## config.mk

```make
export PLATFORM = sky130hd
export DESIGN_NAME = if_prefetch_stage
export DESIGN_NICKNAME = d
export VERILOG_FILES = /design/src/rtl/if_prefetch_stage.sv
export SDC_FILE = /design/constraint.sdc
export NUM_CORES = 1
export LEC_CHECK = 0
export ABC_AREA = 1
export CORE_MARGIN = 3
export CORE_UTILIZATION = 40
export CTS_BUF_LIST = sky130_fd_sc_hd__clkbuf_8
export CTS_CLUSTER_SIZE = 28
export DETAILED_ROUTE_END_ITERATION = 8
export GPL_TIMING_DRIVEN = 0
export PLACE_DENSITY = 0.63
export SYNTH_ARGS = -nofsm -noshare
export SYNTH_HDL_FRONTEND = slang
export SYNTH_SLANG_ARGS = --single-unit
```

## constraint.sdc

```tcl
create_clock -name clk -period 6.2 [get_ports clk]
set_clock_uncertainty 0.05 [all_clocks]
set_input_delay 1.24 -clock clk [delete_from_list [all_inputs] [get_ports clk]]
set_output_delay 1.24 -clock clk [all_outputs]
set_load 0.05 [all_outputs]
```

## src/rtl/if_prefetch_stage.sv

```systemverilog
// Instruction-fetch stage: credit-limited prefetch queue over a pipelined req/gnt memory port.
// Defining IF_PREFETCH_BPRED_EN adds a static JAL/backward-branch predictor.
module if_prefetch_stage #(
    parameter int unsigned FIFO_DEPTH = 4,
    parameter logic [31:0] RESET_PC   = 32'h0000_0000
) (
    input  logic        clk,
    input  logic        rstn_i,
    input  logic        flush_i,
    input  logic        branch_i,
    input  logic [31:0] pc_i,
    input  logic        halt_i,
    input  logic        ack_i,
    output logic        valid_o,
    output logic [31:0] instr_o,
    output logic [31:0] pc_o,
    output logic        br_pred_o,
    output logic        req_o,
    output logic [31:0] addr_o,
    input  logic        gnt_i,
    input  logic        rvalid_i,
    input  logic [31:0] rdata_i,
    output logic [31:0] dbg_pc_o
);
    localparam int unsigned PW = $clog2(FIFO_DEPTH);
    localparam int unsigned CW = $clog2(FIFO_DEPTH + 1);
    localparam logic [CW:0] DEPTH_C = FIFO_DEPTH[CW:0];

    typedef logic [PW-1:0] ptr_t;
    typedef logic [CW-1:0] cnt_t;

    logic [31:0] r_fpc;
    logic [31:0] r_q_instr [FIFO_DEPTH];
    logic [31:0] r_q_pc    [FIFO_DEPTH];
    ptr_t        r_q_rptr, r_q_wptr;
    cnt_t        r_q_count;
    logic [31:0] r_pf_pc   [FIFO_DEPTH];
    ptr_t        r_pf_rptr, r_pf_wptr;
    cnt_t        r_outstanding;
    cnt_t        r_drop;

    logic        w_redirect, w_accept, w_pop, w_grant, w_req, w_pred_taken;
    logic [CW:0] w_inflight;
    logic [31:0] w_pf_head;

    assign w_redirect = flush_i | branch_i;
    assign w_pf_head  = r_pf_pc[r_pf_rptr];
    assign w_accept   = rvalid_i && !w_redirect && (r_drop == '0);
    assign w_pop      = ack_i && (r_q_count != '0) && !w_redirect;
    // Credit covers buffered entries plus every in-flight fetch, including ones to be dropped.
    assign w_inflight = {1'b0, r_q_count} + {1'b0, r_outstanding};
    assign w_req      = rstn_i && !halt_i && !w_redirect && !w_pred_taken && (w_inflight < DEPTH_C);
    assign w_grant    = w_req && gnt_i;

`ifdef IF_PREFETCH_BPRED_EN
    logic        r_q_pred [FIFO_DEPTH];
    logic [31:0] w_j_imm, w_b_imm, w_pred_target;
    logic        w_is_jal, w_is_bneg;

    assign w_j_imm       = {{12{rdata_i[31]}}, rdata_i[19:12], rdata_i[20], rdata_i[30:21], 1'b0};
    assign w_b_imm       = {{20{rdata_i[31]}}, rdata_i[7], rdata_i[30:25], rdata_i[11:8], 1'b0};
    assign w_is_jal      = (rdata_i[6:0] == 7'b1101111);
    assign w_is_bneg     = (rdata_i[6:0] == 7'b1100011) && rdata_i[31];
    assign w_pred_taken  = w_accept && (w_is_jal || w_is_bneg);
    assign w_pred_target = w_pf_head + (w_is_jal ? w_j_imm : w_b_imm);
    assign br_pred_o     = valid_o ? r_q_pred[r_q_rptr] : 1'b0;
`else
    assign w_pred_taken  = 1'b0;
    assign br_pred_o     = 1'b0;
`endif

    assign valid_o  = (r_q_count != '0);
    assign instr_o  = valid_o ? r_q_instr[r_q_rptr] : 32'h0;
    assign pc_o     = valid_o ? r_q_pc[r_q_rptr] : 32'h0;
    assign req_o    = w_req;
    assign addr_o   = r_fpc;
    assign dbg_pc_o = r_fpc;

    always_ff @(posedge clk) begin
        if (!rstn_i) begin
            r_fpc         <= RESET_PC;
            r_q_rptr      <= '0;
            r_q_wptr      <= '0;
            r_q_count     <= '0;
            r_pf_rptr     <= '0;
            r_pf_wptr     <= '0;
            r_outstanding <= '0;
            r_drop        <= '0;
        end else begin
            r_outstanding <= r_outstanding + cnt_t'(w_grant) - cnt_t'(rvalid_i);
            if (w_redirect) begin
                // Every outstanding fetch is stale now, so earlier pending drops are already included.
                r_fpc     <= pc_i;
                r_drop    <= (rvalid_i && r_outstanding != '0) ? r_outstanding - cnt_t'(1) : r_outstanding;
                r_q_rptr  <= '0;
                r_q_wptr  <= '0;
                r_q_count <= '0;
                r_pf_rptr <= '0;
                r_pf_wptr <= '0;
            end else begin
                if (w_grant) begin
                    r_fpc     <= r_fpc + 32'd4;
                    r_pf_wptr <= r_pf_wptr + ptr_t'(1);
                end
                if (rvalid_i) begin
                    if (r_drop != '0)
                        r_drop <= r_drop - cnt_t'(1);
                    else
                        r_pf_rptr <= r_pf_rptr + ptr_t'(1);
                end
`ifdef IF_PREFETCH_BPRED_EN
                if (w_pred_taken) begin
                    r_fpc     <= w_pred_target;
                    r_drop    <= r_outstanding - cnt_t'(1);
                    r_pf_rptr <= '0;
                    r_pf_wptr <= '0;
                end
`endif
                if (w_accept)
                    r_q_wptr <= r_q_wptr + ptr_t'(1);
                if (w_pop)
                    r_q_rptr <= r_q_rptr + ptr_t'(1);
                if (w_accept && !w_pop)
                    r_q_count <= r_q_count + cnt_t'(1);
                else if (!w_accept && w_pop)
                    r_q_count <= r_q_count - cnt_t'(1);
            end
        end
    end

    always_ff @(posedge clk) begin
        if (w_grant)
            r_pf_pc[r_pf_wptr] <= r_fpc;
        if (w_accept) begin
            r_q_instr[r_q_wptr] <= rdata_i;
            r_q_pc[r_q_wptr]    <= w_pf_head;
`ifdef IF_PREFETCH_BPRED_EN
            r_q_pred[r_q_wptr]  <= w_pred_taken;
`endif
        end
    end
endmodule
```

---- Word-level counts from Yosys, hierarchy flattened ----
Memories as Yosys holds them, arrays and structs flattened. A register that Yosys moved wholly into a read port is not among the register bits.
Cells that the tools add are included.
storage, ports and cells
  logic and storage cells ................. 73
  input bits .............................. 72
  flip-flop bits (word level) ............. 49
  output and inout port bits .............. 131
  memories ................................ 3
  RAM bits ................................ 384
operators by class
  bitwise logic cells ..................... 3
  add/subtract/negate cells ............... 12
  reductions and logical operators ........ 26
  order comparisons ....................... 1
  mux-type cells .......................... 20
memories
  memory     depth  bits a word  read ports  clocked after memory_dff  wr ports  line  RTL
  r_pf_pc    4      32           1           1                         1         37    logic [31:0] r_pf_pc [FIFO_DEPTH];
  r_q_instr  4      32           1           1                         1         33    logic [31:0] r_q_instr [FIFO_DEPTH];
  r_q_pc     4      32           1           1                         1         34    logic [31:0] r_q_pc [FIFO_DEPTH];
operator list
  operator                                                                       number
  32-bit two-way mux                                                             4
  32-bit by 3-bit adder with 32-bit output (second input constant)               1
  3-bit two-way mux                                                              6
  2-bit two-way mux                                                              6
  1-bit logical AND                                                              11
  3-bit nonzero test                                                             3
  3-bit by 1-bit subtractor with 3-bit output (second input constant)            3
  2-bit by 1-bit adder with 2-bit output (second input constant)                 4
  2-bit nonzero test                                                             4
  3-bit by 3-bit adder with 4-bit output                                         1
  1-bit logical NOT                                                              4
  4-bit by 3-bit less-than comparator with 1-bit output (second input constant)  1
  1-bit two-way mux                                                              4
  2-bit AND reduction                                                            2
  3-bit by 1-bit adder with 3-bit output                                         1
  3-bit by 1-bit adder with 3-bit output (second input constant)                 1
  3-bit logical NOT                                                              1
  3-bit by 1-bit subtractor with 3-bit output                                    1
  1-bit inverter                                                                 2
  2-bit OR reduction                                                             1
  1-bit OR                                                                       1

---- Longest topological paths before layout ----
Gate-level depths: netlist of run 1.
  word-level depth ........................ 8
  mapped depth ............................ 13
  depth with buffers taken out ............ 13

---- Worst setup path after synthesis of run 1 ----
No wires, ideal clock.
  path type ............................... input port to flip-flop
  from .................................... input branch_i
  to ...................................... memory r_q_instr[0][0], enable pin
  stages .................................. 5
  arrival time ............................ 4561 ps
  path buffers ............................ 2
  setup slack ............................. 1103 ps
  path through ............................ nor2_4 > buf_4 > buf_2 > nand2_1 > nor2_1
on the way
  cells in the longest elaborated chain, start to end .. 6
RTL lines
  element                                  line  RTL
  start: declaration                       10    input logic branch_i,
  1-bit OR                                 46    assign w_redirect = flush_i | branch_i;
  1-bit logical NOT                        48    assign w_accept = rvalid_i && !w_redirect && (r_drop == '0);
  1-bit logical AND (2 in a row)           48
  1-bit two-way mux                        134   if (w_accept) begin
  1-bit two-way mux (not written as such)  135   r_q_instr[r_q_wptr] <= rdata_i;
  end: declaration                         33
No other way between the ends.

---- Worst setup path after layout of run 1 ----
  from .................................... register r_q_count[0]
  to ...................................... output instr_o[30]
on the way
  cells in the longest elaborated chain, start to end .. 2
RTL lines
  element                   line  RTL
  start: declaration        36    cnt_t r_q_count;
  start signal: assignment  124   r_q_count <= r_q_count + cnt_t'(1);
  start signal: assignment  126   r_q_count <= r_q_count - cnt_t'(1);
  3-bit nonzero test        72    assign valid_o = (r_q_count != '0);
  32-bit two-way mux        73    assign instr_o = valid_o ? r_q_instr[r_q_rptr] : 32'h0;
  end: declaration          15    output logic [31:0] instr_o,
No other way between the ends.

==> reports/metrics.yaml, run 1 <==
global_route:
  grt.busiest_layer: "met2"
  grt_max_degree: 30
  antenna_found_initial: 0
  met1_usage_pct: 25.2
  grt-ovfl-total: 0
  grt_use_total_pct: 18.9
  grt_first_pass_wirelength_um: 70600
  grt_util_met2_pct: 31.5
  use_met3_pct: 3.76
  grt_pass1_vias: 12900
worst_setup_path:
  critical_path.startpoint: "r_q_count[0]"
  endpoint_kind: "output port"
  reg2reg_depth: 10
  crit_path_max_fanout: 10
  regToRegStartpoint: "r_q_count[0]"
  setup.worst_path.end: "instr_o[30]"
  crit_type: "reg -> out"
  cp_data_required_time_ns: 4.91
  r2r-end: "r_q_count[2]"
  regToRegSetupSlack_ns: 3.39
  worstPathArrival_ns: 3.54
  critPathLaunchType: "register"
final_layout:
  fin_nets: 2027
  ff_latch_area_um2: 12600
  syn_to_final_growth_pct: 24.4
  fin_util_pct: 50.9
  final_layout_size_suffix_gt1_share_pct: 10.9
  fill_cells: 3969
  final_cell_area_um2: 22700
  multi_input_comb_area_um2: 4880
  final_cells: 2583
yosys:
  synthTopCellsByCount: "nor2_1 (416), edfxtp_1 (384), o21ai_0 (210)"
  synthesis.area_per_instance_um2: 11.1
  synth_most_common_cell: "nor2_1"
  synth_fp_nets: 1737
  synth-async-reset-ratio_pct: 0
  synth_top_area_share_pct: 63.1
  ys_ff_latch: 437
  synthCells: 1645
  synth_area_leaders: "edfxtp_1 (63%), nor2_1 (8.5%), dfxtp_1 (5.8%), o21ai_0 (5.8%), nand2_1 (2.8%)"
  synth_top_area_cell: "edfxtp_1"
  netlist_area_um2: 18300
  yosysWarnings: 0
  synth_edf_count: 384
  synth-main-ff-cell: "edfxtp_1"
  synth_cell_types: 39
  yosysSeqAreaShare_pct: 68.9
pwr:
  powerDensity_nw_per_um2: 274
  vdd_ir_drop_max_uv: 143
  p_leak_nw: 7.99
  total_power_w: 0.00624
clock_network:
  cts_tree: "yes"
  cts_sinks: 437
  cts.root.buffer_cell: "clkbuf_8"
  clk_pin_slew_ns: 0.05
  htreeDepth: 3
  cts_buffers: 75
  cts_resized: 0
  clockBufferDepth: 3
  cts_setup_buffers: 0
  clkLatencyLatePin_ns: 0.60
  ctsHoldBuffers: 0
min_path:
  hold_path.class: "reg -> reg"
floorplanning:
  die_width_um: 220
  io_pins: 203
  core_area_um2: 44700
  start_util_pct: 40.9
  die-area_um2: 48300
  die_y_um: 220
  num_rows: 77
detailed_routing:
  drt_wl_total_um: 46600
  wl_per_cell_um: 18.0
  detail_route.iter0.violations: 1081
  ant_nets: 0
  vias: 13000
  dr.pass1.iters: 5
  drcViolationCount: 0
  viasPerCell: 5.03
sta:
  slew_headroom_pct: 34.2
  fin_crit_ns: 4.83
  rsz0062_at_grt: "no"
  holdWs_ns: 0.456
  hold_viol: 0
  setup_viol: 0
  slew_violations: 0
  fmax_mhz: 207
  tightest_slew_ns: 0.979
  min_period_over_period_pct: 77.9
placement:
  place.gp.congestion: 0.894
  dpl.cell_count: 2450
  place_hpwl_um: 31300
  portBuffers: 201
  placed_area_um2: 21400
outcome:
  status: "finished clean"
flow_run:
  max_cap_violations: 0
==> layout by cell type, fill, tap and decap left out, types with 27 or more instances in the layout <==
master,synthesis,layout
a21oi_1,102,102
buf_2,27,27
buf_4,36,36
clkbuf_1,41,41
clkbuf_8,0,83
clkdlybuf4s50_1,0,201
dfxtp_1,53,53
edfxtp_1,384,384
inv_1,59,86
nand2_1,138,138
nand3_1,42,42
nor2_1,416,408
o21ai_0,210,210
o22ai_1,32,32
==> power breakdown <==
group	switching [W]	total [W]	internal, W
logic	0.000334	0.000531	0.000197
clock network	0.00109	0.00239	0.00130
registers	0.0000656	0.00332	0.00325
total	0.00149	0.00624	0.00475
==> metrics by stage <==
step	setup WS (ns)	setup TNS (ns)
6_report	1.37	0
5_1_grt	1.27	0
4_1_cts	1.35	0
3_5_place_dp	1.89	0
3_3_place_gp	-1.78	-430.03
2_1_floorplan	1.10	0
==> state kept, by name (all words and copies together), names as in the netlist, named ones only <==
signal / flops
r_pf_pc: 128
r_q_instr: 128
r_q_pc: 128
addr_o: 32
r_drop: 3
r_outstanding: 3
r_q_count: 3
r_pf_rptr: 2
r_pf_wptr: 2
r_q_rptr: 2
r_q_wptr: 2
==> routing by layer <==
metal	part of all wire, %	wire (um)
met5	0	0
met2	48	22500
met4	1.9	884
met3	6.7	3110
met1	43	20000
==> kinds of logic after synthesis <==
| kind of cell | after synthesis | share of synthesized area [%] |
|---|---|---|
| other cells | 1 | 0.0205 |
| flops | 437 | 68.9 |
| simple gates | 634 | 14.2 |
| fa+ha+maj | 20 | 1.45 |
| buf+inv | 183 | 4.74 |
| xor+xnor | 6 | 0.288 |
| compound gates | 361 | 10.3 |
| mux | 3 | 0.164 |
==> layout make-up <==
class | count | share of cell area [%]
flip-flops and latches | 437 | 55.4
multi-input cells | 1025 | 21.5
repair buffers | 213 | 10.0
clock buffers | 83 | 5.02
well taps | 592 | 3.26
plain buffers | 116 | 2.69
inverters | 67 | 1.12
clock inverters | 48 | 1.08
diodes | 2 | 0.0220
==> critical path, stage by stage, from the launching register on <==
cell and delay [ns]:
dfxtp_1 0.35, nor3_1 0.80, clkbuf_1 0.55, buf_2 0.40, a21oi_1 0.13, clkdlybuf4s50_1 0.72
==> worst min path at each step <==
stage	slack, ns	from	endpoint	cells after the start
floorplan	0.39	r_q_rptr[1]	register	2
global placement	0.43	r_pf_rptr[1]	r_pf_rptr[1]	1
detailed placement	0.43	r_pf_rptr[1]	r_pf_rptr[1]	1
CTS	0.46	r_pf_rptr[1]	register	1
global route	0.48	r_pf_rptr[1]	r_pf_rptr[1]	1
finish	0.46	r_pf_rptr[1]	register	1
Power figures use the tool's default switching activity.
==> run 2, diff against run 1 <==
PLACE_DENSITY = 0.65   (was 0.63)
clock period = 4.13 ns   (was 6.2 ns; I/O delays follow)
==> reports/metrics.yaml, run 2 (synthesis gave the netlist of run 1 again) <==
outcome:
  status: "finished clean"  # unchanged
final_layout:
  fin_nets: 2025  # was 2027
  final_cell_area_um2: 22700  # about the same
  reg_top3: "r_pf_pc: 128 flops, r_q_instr: 128 flops, r_q_pc: 128 flops"  # unchanged
  syn_to_final_growth_pct: 23.9  # was 24.4%
  final_cell_mix: "nor2_1 (408), edfxtp_1 (384), o21ai_0 (210)"  # unchanged
  final_layout_size_suffix_gt1_share_pct: 11.0  # was 10.9%
  final_cells: 2580  # was 2583
  antenna_cells: 0  # was 2
  layout_commonest_cell: "nor2_1"  # unchanged
sta:
  rsz0062_at_grt: "no"  # unchanged
  setup_viol: 0  # unchanged
  fin_crit_ns: 3.92
  fmax_mhz: 255
  hold_viol: 0  # unchanged
  slew_violations: 0  # unchanged
  min_period_over_period_pct: 94.8
  slew_headroom_pct: 58.5  # was 34.2%
  tightest_slew_ns: 0.621  # was 0.979 ns
floorplanning:
  io_pins: 203  # unchanged
  die_y_um: 220  # unchanged
  core_area_um2: 44700  # unchanged
  start_util_pct: 40.9  # unchanged
  die-area_um2: 48300  # unchanged
  num_rows: 77  # unchanged
  die_width_um: 220  # unchanged
global_route:
  grt_max_degree: 30  # unchanged
  grt-ovfl-total: 0  # unchanged
  grt_pass1_vias: 13100  # was 12900
  grt_first_pass_wirelength_um: 71800  # was 70600 um
  grt_use_total_pct: 19.2  # was 18.9%
  antenna_found_initial: 0  # unchanged
clock_network:
  clockBufferDepth: 3  # unchanged
  cts.root.buffer_cell: "clkbuf_8"  # unchanged
  cts_tree: "yes"  # unchanged
  htreeDepth: 3  # unchanged
  cts_buffers: 73  # was 75
  cts_sinks: 437  # unchanged
  cts_setup_buffers: 0  # unchanged
  clk_pin_slew_ns: 0.06  # was 0.05 ns
  clkLatencyLatePin_ns: 0.61  # was 0.60 ns
placement:
  place.gp.congestion: 0.890  # was 0.894
  dpl.cell_count: 2450  # unchanged
  portBuffers: 201  # unchanged
  placed_area_um2: 21300  # was 21400 um2
  place_hpwl_um: 31000  # was 31300 um
worst_setup_path:
  worstPathCellList: "nor3_2 > clkbuf_2 > buf_2 > a21oi_1 > clkdlybuf4s50_1"  # was nor3_1 > clkbuf_1 > buf_2 > a21oi_1 > clkdlybuf4s50_1
  worstPathArrival_ns: 3.04  # was 3.54 ns
  critPathLaunchType: "register"  # unchanged
  critPathTopFamily: "buffers and inverters"  # unchanged
  crit_type: "reg -> out"  # unchanged
  crit_path_max_fanout: 10  # unchanged
  endpoint_kind: "output port"  # unchanged
  cpPeakStageDelay_ns: 0.73  # was 0.80 ns
  critical_path.startpoint: "r_q_count[2]"  # was r_q_count[0]
  cp_num_buf_inv: 3  # unchanged
  cp_data_required_time_ns: 3.25  # was 4.91 ns
  regToRegStartpoint: "r_drop[0]"  # was r_q_count[0]
  crit_slowest_cell: "clkdlybuf4s50_1"  # was nor3_1
pwr:
  p_leak_nw: 8.08  # was 7.99 nW
  vdd_ir_drop_max_uv: 188  # was 143 uV
  powerDensity_nw_per_um2: 404  # was 274 nW/um2
detailed_routing:
  drcViolationCount: 0  # unchanged
  viasPerCell: 5.06  # was 5.03
  drt_wl_total_um: 46600  # about the same
  vias: 13000  # about the same
  wl_per_cell_um: 18.1  # was 18.0 um
  dr.pass1.iters: 5  # unchanged
  detail_route.iter0.violations: 1031  # was 1081
  ant_nets: 0  # unchanged
min_path:
  hold_path.class: "reg -> reg"  # unchanged
  hp-start: "r_q_rptr[1]"  # was r_pf_rptr[1]
flow_run:
  max_cap_violations: 0  # unchanged
==> run 2: final timing paths <==
path | end | slack, ns | cells after the start
setup reg to reg | r_q_count[2] | 1.50 | 13
setup / recovery | instr_o[30] | 0.21 | 5
hold / removal | r_q_rptr[1] | 0.45 | 2
hold reg to reg | r_q_rptr[1] | 0.45 | 2
==> run 2: layout make-up <==
cell class,instances,area (um2)
clock buffer,78,1070
multi-input combinational,1025,4880
clock inverter,52,215
buffer,116,621
sequential,437,12600
tap,592,741
fill,3953,22000
timing repair buffer,213,2270
inverter,67,254
==> run 2: power by group <==
| group | leakage (nW) | internal [W] | switching, W |
|---|---|---|---|
| clock network | 0.756 | 0.00174 | 0.00164 |
| registers | 3.91 | 0.00488 | 0.0000985 |
| logic | 3.42 | 0.000294 | 0.000497 |
==> run 2: per-stage QoR <==
step | hold slack [ns] | power (W) | utilization (%) | setup WS, ns | setup TNS [ns]
after floorplan | 0.386 | 0.00553 | - | -0.553 | -141.64
after global placement | 0.428 | 0.00584 | 47.0 | -3.54 | -952.53
after detailed placement | 0.436 | 0.00586 | 47.7 | 0.329 | 0
after CTS | 0.447 | 0.00925 | 50.6 | 0.0256 | 0
after global routing | 0.484 | 0.00951 | 50.7 | 0.00272 | 0
final | 0.452 | 0.00915 | 50.7 | 0.214 | 0
==> run 2: repair_timing <==
item	in CTS	in global routing
setup endpoints to repair	50	18
hold endpoints to repair	0	0
hold buffers	0	0
gates resized for setup	8	15
==> run 2: routing by layer <==
metal	wire length (um)	track usage, %
met1	19800	25.2
met2	22300	32.4
met3	3620	3.97
met4	897	5.62
met5	0	0
==> run 2: worst reg2reg max path: cells and delay by family (launching register included) <==
family	cells	cell delay, ns
adders and majority gates	3	0.68
AOI/OAI and AO/OA	4	0.49
buffers and inverters	3	0.29
DFF	1	0.32
and+or+nand+nor	3	0.69
==> run 3, diff against run 2 <==
SETUP_SLACK_MARGIN = 0.3   (was unset)
==> reports/metrics.yaml, run 3 (synthesis gave the netlist of run 1 again) <==
pwr:
  seqPwrFrac_pct: 54.4  # about the same
  vdd_ir_drop_max_uv: 189  # was 188 uV
  p_leak_nw: 8.58  # was 8.08 nW
  switchingPower_w: 0.00225  # was 0.00224 W
  combPwrFrac_pct: 8.6  # about the same
  powerDensity_nw_per_um2: 404  # about the same
  intPower_w: 0.00691  # about the same
  swShare_pct: 24.5  # about the same
  clock_power_share_pct: 37.0  # about the same
worst_setup_path:
  critPathLaunchType: "register"  # unchanged
  regToRegStartpoint: "r_drop[0]"  # unchanged
  cpPeakStageDelay_ns: 0.85  # was 0.73 ns
  cp_num_buf_inv: 4  # was 3
  r2r-end: "r_q_count[2]"  # unchanged
  regToRegSetupSlack_ns: 1.50  # about the same
  worstPathCellList: "inv_2 > clkbuf_1 > clkbuf_2 > o21ai_0 > a21oi_1 > clkdlybuf4s50_1"  # was nor3_2 > clkbuf_2 > buf_2 > a21oi_1 > clkdlybuf4s50_1
  worstPathArrival_ns: 2.92  # was 3.04 ns
  crit_type: "reg -> out"  # unchanged
  cp_data_required_time_ns: 3.25  # about the same
  reg2reg_depth: 13  # unchanged
  endpoint_kind: "output port"  # unchanged
  crit_path_max_fanout: 10  # unchanged
  critPathTopFamily: "buffers and inverters"  # unchanged
  crit_slowest_cell: "clkdlybuf4s50_1"  # unchanged
clock_network:
  cts_tree: "yes"  # unchanged
  cts_setup_buffers: 0  # unchanged
  cts_sinks: 437  # unchanged
  cts.root.buffer_cell: "clkbuf_8"  # unchanged
  cts_buffers: 73  # unchanged
  clockBufferDepth: 3  # unchanged
  htreeDepth: 3  # unchanged
  clk_pin_slew_ns: 0.06  # about the same
  clkLatencyLatePin_ns: 0.61  # about the same
sta:
  slew_headroom_pct: 57.7  # was 58.5%
  slew_violations: 0  # unchanged
  setup_viol: 0  # unchanged
  tightest_slew_ns: 0.633  # was 0.621 ns
  fin_crit_ns: 3.80  # was 3.92 ns
  fmax_mhz: 263  # was 255 MHz
  min_period_over_period_pct: 92.0  # was 94.8%
  rsz0062_at_grt: "yes"  # was no
  holdWs_ns: 0.456  # was 0.452 ns
  hold_viol: 0  # unchanged
  finalWorstSetupSlack_ns: 0.332  # was 0.214 ns
detailed_routing:
  detail_route.iter0.violations: 1056  # was 1031
  dr.pass1.iters: 5  # unchanged
  wl_per_cell_um: 18.1  # about the same
  drt_wl_total_um: 46700  # was 46600 um
  drcViolationCount: 0  # unchanged
  vias: 13000  # about the same
  viasPerCell: 5.04  # was 5.06
  ant_nets: 0  # unchanged
placement:
  place_worst_setup_slack_ns: 0.329  # unchanged
  portBuffers: 201  # unchanged
  place.gp.congestion: 0.890  # unchanged
  dpl.cell_count: 2450  # unchanged
  place_hpwl_um: 31000  # unchanged
  placed_area_um2: 21300  # unchanged
floorplanning:
  num_rows: 77  # unchanged
  io_pins: 203  # unchanged
  die_y_um: 220  # unchanged
  die-area_um2: 48300  # unchanged
  start_util_pct: 40.9  # unchanged
  die_width_um: 220  # unchanged
  core_area_um2: 44700  # unchanged
outcome:
  status: "finished clean"  # unchanged
final_layout:
  reg_top3: "r_pf_pc: 128 flops, r_q_instr: 128 flops, r_q_pc: 128 flops"  # unchanged
  final_cells: 2580  # unchanged
  final_cell_mix: "nor2_1 (408), edfxtp_1 (384), o21ai_0 (210)"  # unchanged
  syn_to_final_growth_pct: 24.0  # was 23.9%
  layout_commonest_cell: "nor2_1"  # unchanged
  fin_nets: 2025  # unchanged
  final_cell_area_um2: 22700  # about the same
  final_layout_size_suffix_gt1_share_pct: 11.3  # was 11.0%
  antenna_cells: 0  # unchanged
min_path:
  hp-start: "r_q_rptr[1]"  # unchanged
  worstHoldEndpoint: "r_q_rptr[1]"  # unchanged
  holdPathStages: 2  # unchanged
  hold_path.class: "reg -> reg"  # unchanged
global_route:
  grt_use_total_pct: 19.2  # about the same
  grt-ovfl-total: 0  # unchanged
  grt_max_degree: 30  # unchanged
  antenna_found_initial: 0  # unchanged
  grt_pass1_vias: 13100  # about the same
  grt_first_pass_wirelength_um: 71800  # about the same
flow_run:
  max_cap_violations: 0  # unchanged
## run 3: metrics by stage
stage               util (%)  total power [W]  TNS, ns
floorplan                  -          0.00553  -141.64
global placement        47.0          0.00584  -952.53
detailed placement      47.7          0.00586        0
CTS                     50.6          0.00925        0
global route            50.7          0.00951        0
finish                  50.7          0.00915        0
## run 3: metal layers
layer / track usage (%) / vias up / routed length, um
met4: 5.58 / 0 / 861
met1: 25.2 / 6189 / 20000
li1: - / 6271 / -
met2: 32.4 / 458 / 22500
met3: 3.97 / 75 / 3400
met5: 0 / - / 0
## run 3: power groups by stage
stage	Clock [W]	Combinational, W	Sequential (W)
after floorplan	0	0.000412	0.00512
after global placement	0	0.000773	0.00507
after detailed placement	0	0.000792	0.00507
after CTS	0.00348	0.000792	0.00498
after global routing	0.00367	0.000853	0.00499
final	0.00339	0.000785	0.00498
## run 3: final cells by class
type	instances	area [um2]
Fill cell	3969	22000
Sequential cell	437	12600
Multi-Input combinational cell	1025	4890
Timing Repair Buffer	213	2270
Clock buffer	78	1070
Tap cell	592	741
Buffer	116	626
Inverter	67	254
Clock inverter	52	215
## run 3: tightest hold or removal path, cell delays in order, from the launching register on
cell and delay (ns):
dfxtp_1 0.30, inv_1 0.06, a21oi_1 0.09
## run 3: how the worst max path moves through the flow
stage	startpoint	to	slack (ns)	cells past startpoint
after floorplan	branch_i	r_q_instr[0][0]	-0.55	5
after global placement	branch_i	r_q_instr[3][24]	-3.54	6
after detailed placement	r_q_count[0]	pc_o[0]	0.33	5
after CTS	register	pc_o[22]	0.11	6
after global routing	register	instr_o[21]	0.18	6
final	register	instr_o[21]	0.33	6
## run 3: repair_timing
action	in CTS	in global routing
setup endpoints to repair	65	45
gates cloned	0	0
hold buffers	0	0
pin swaps	0	0
gates resized for setup	46	39
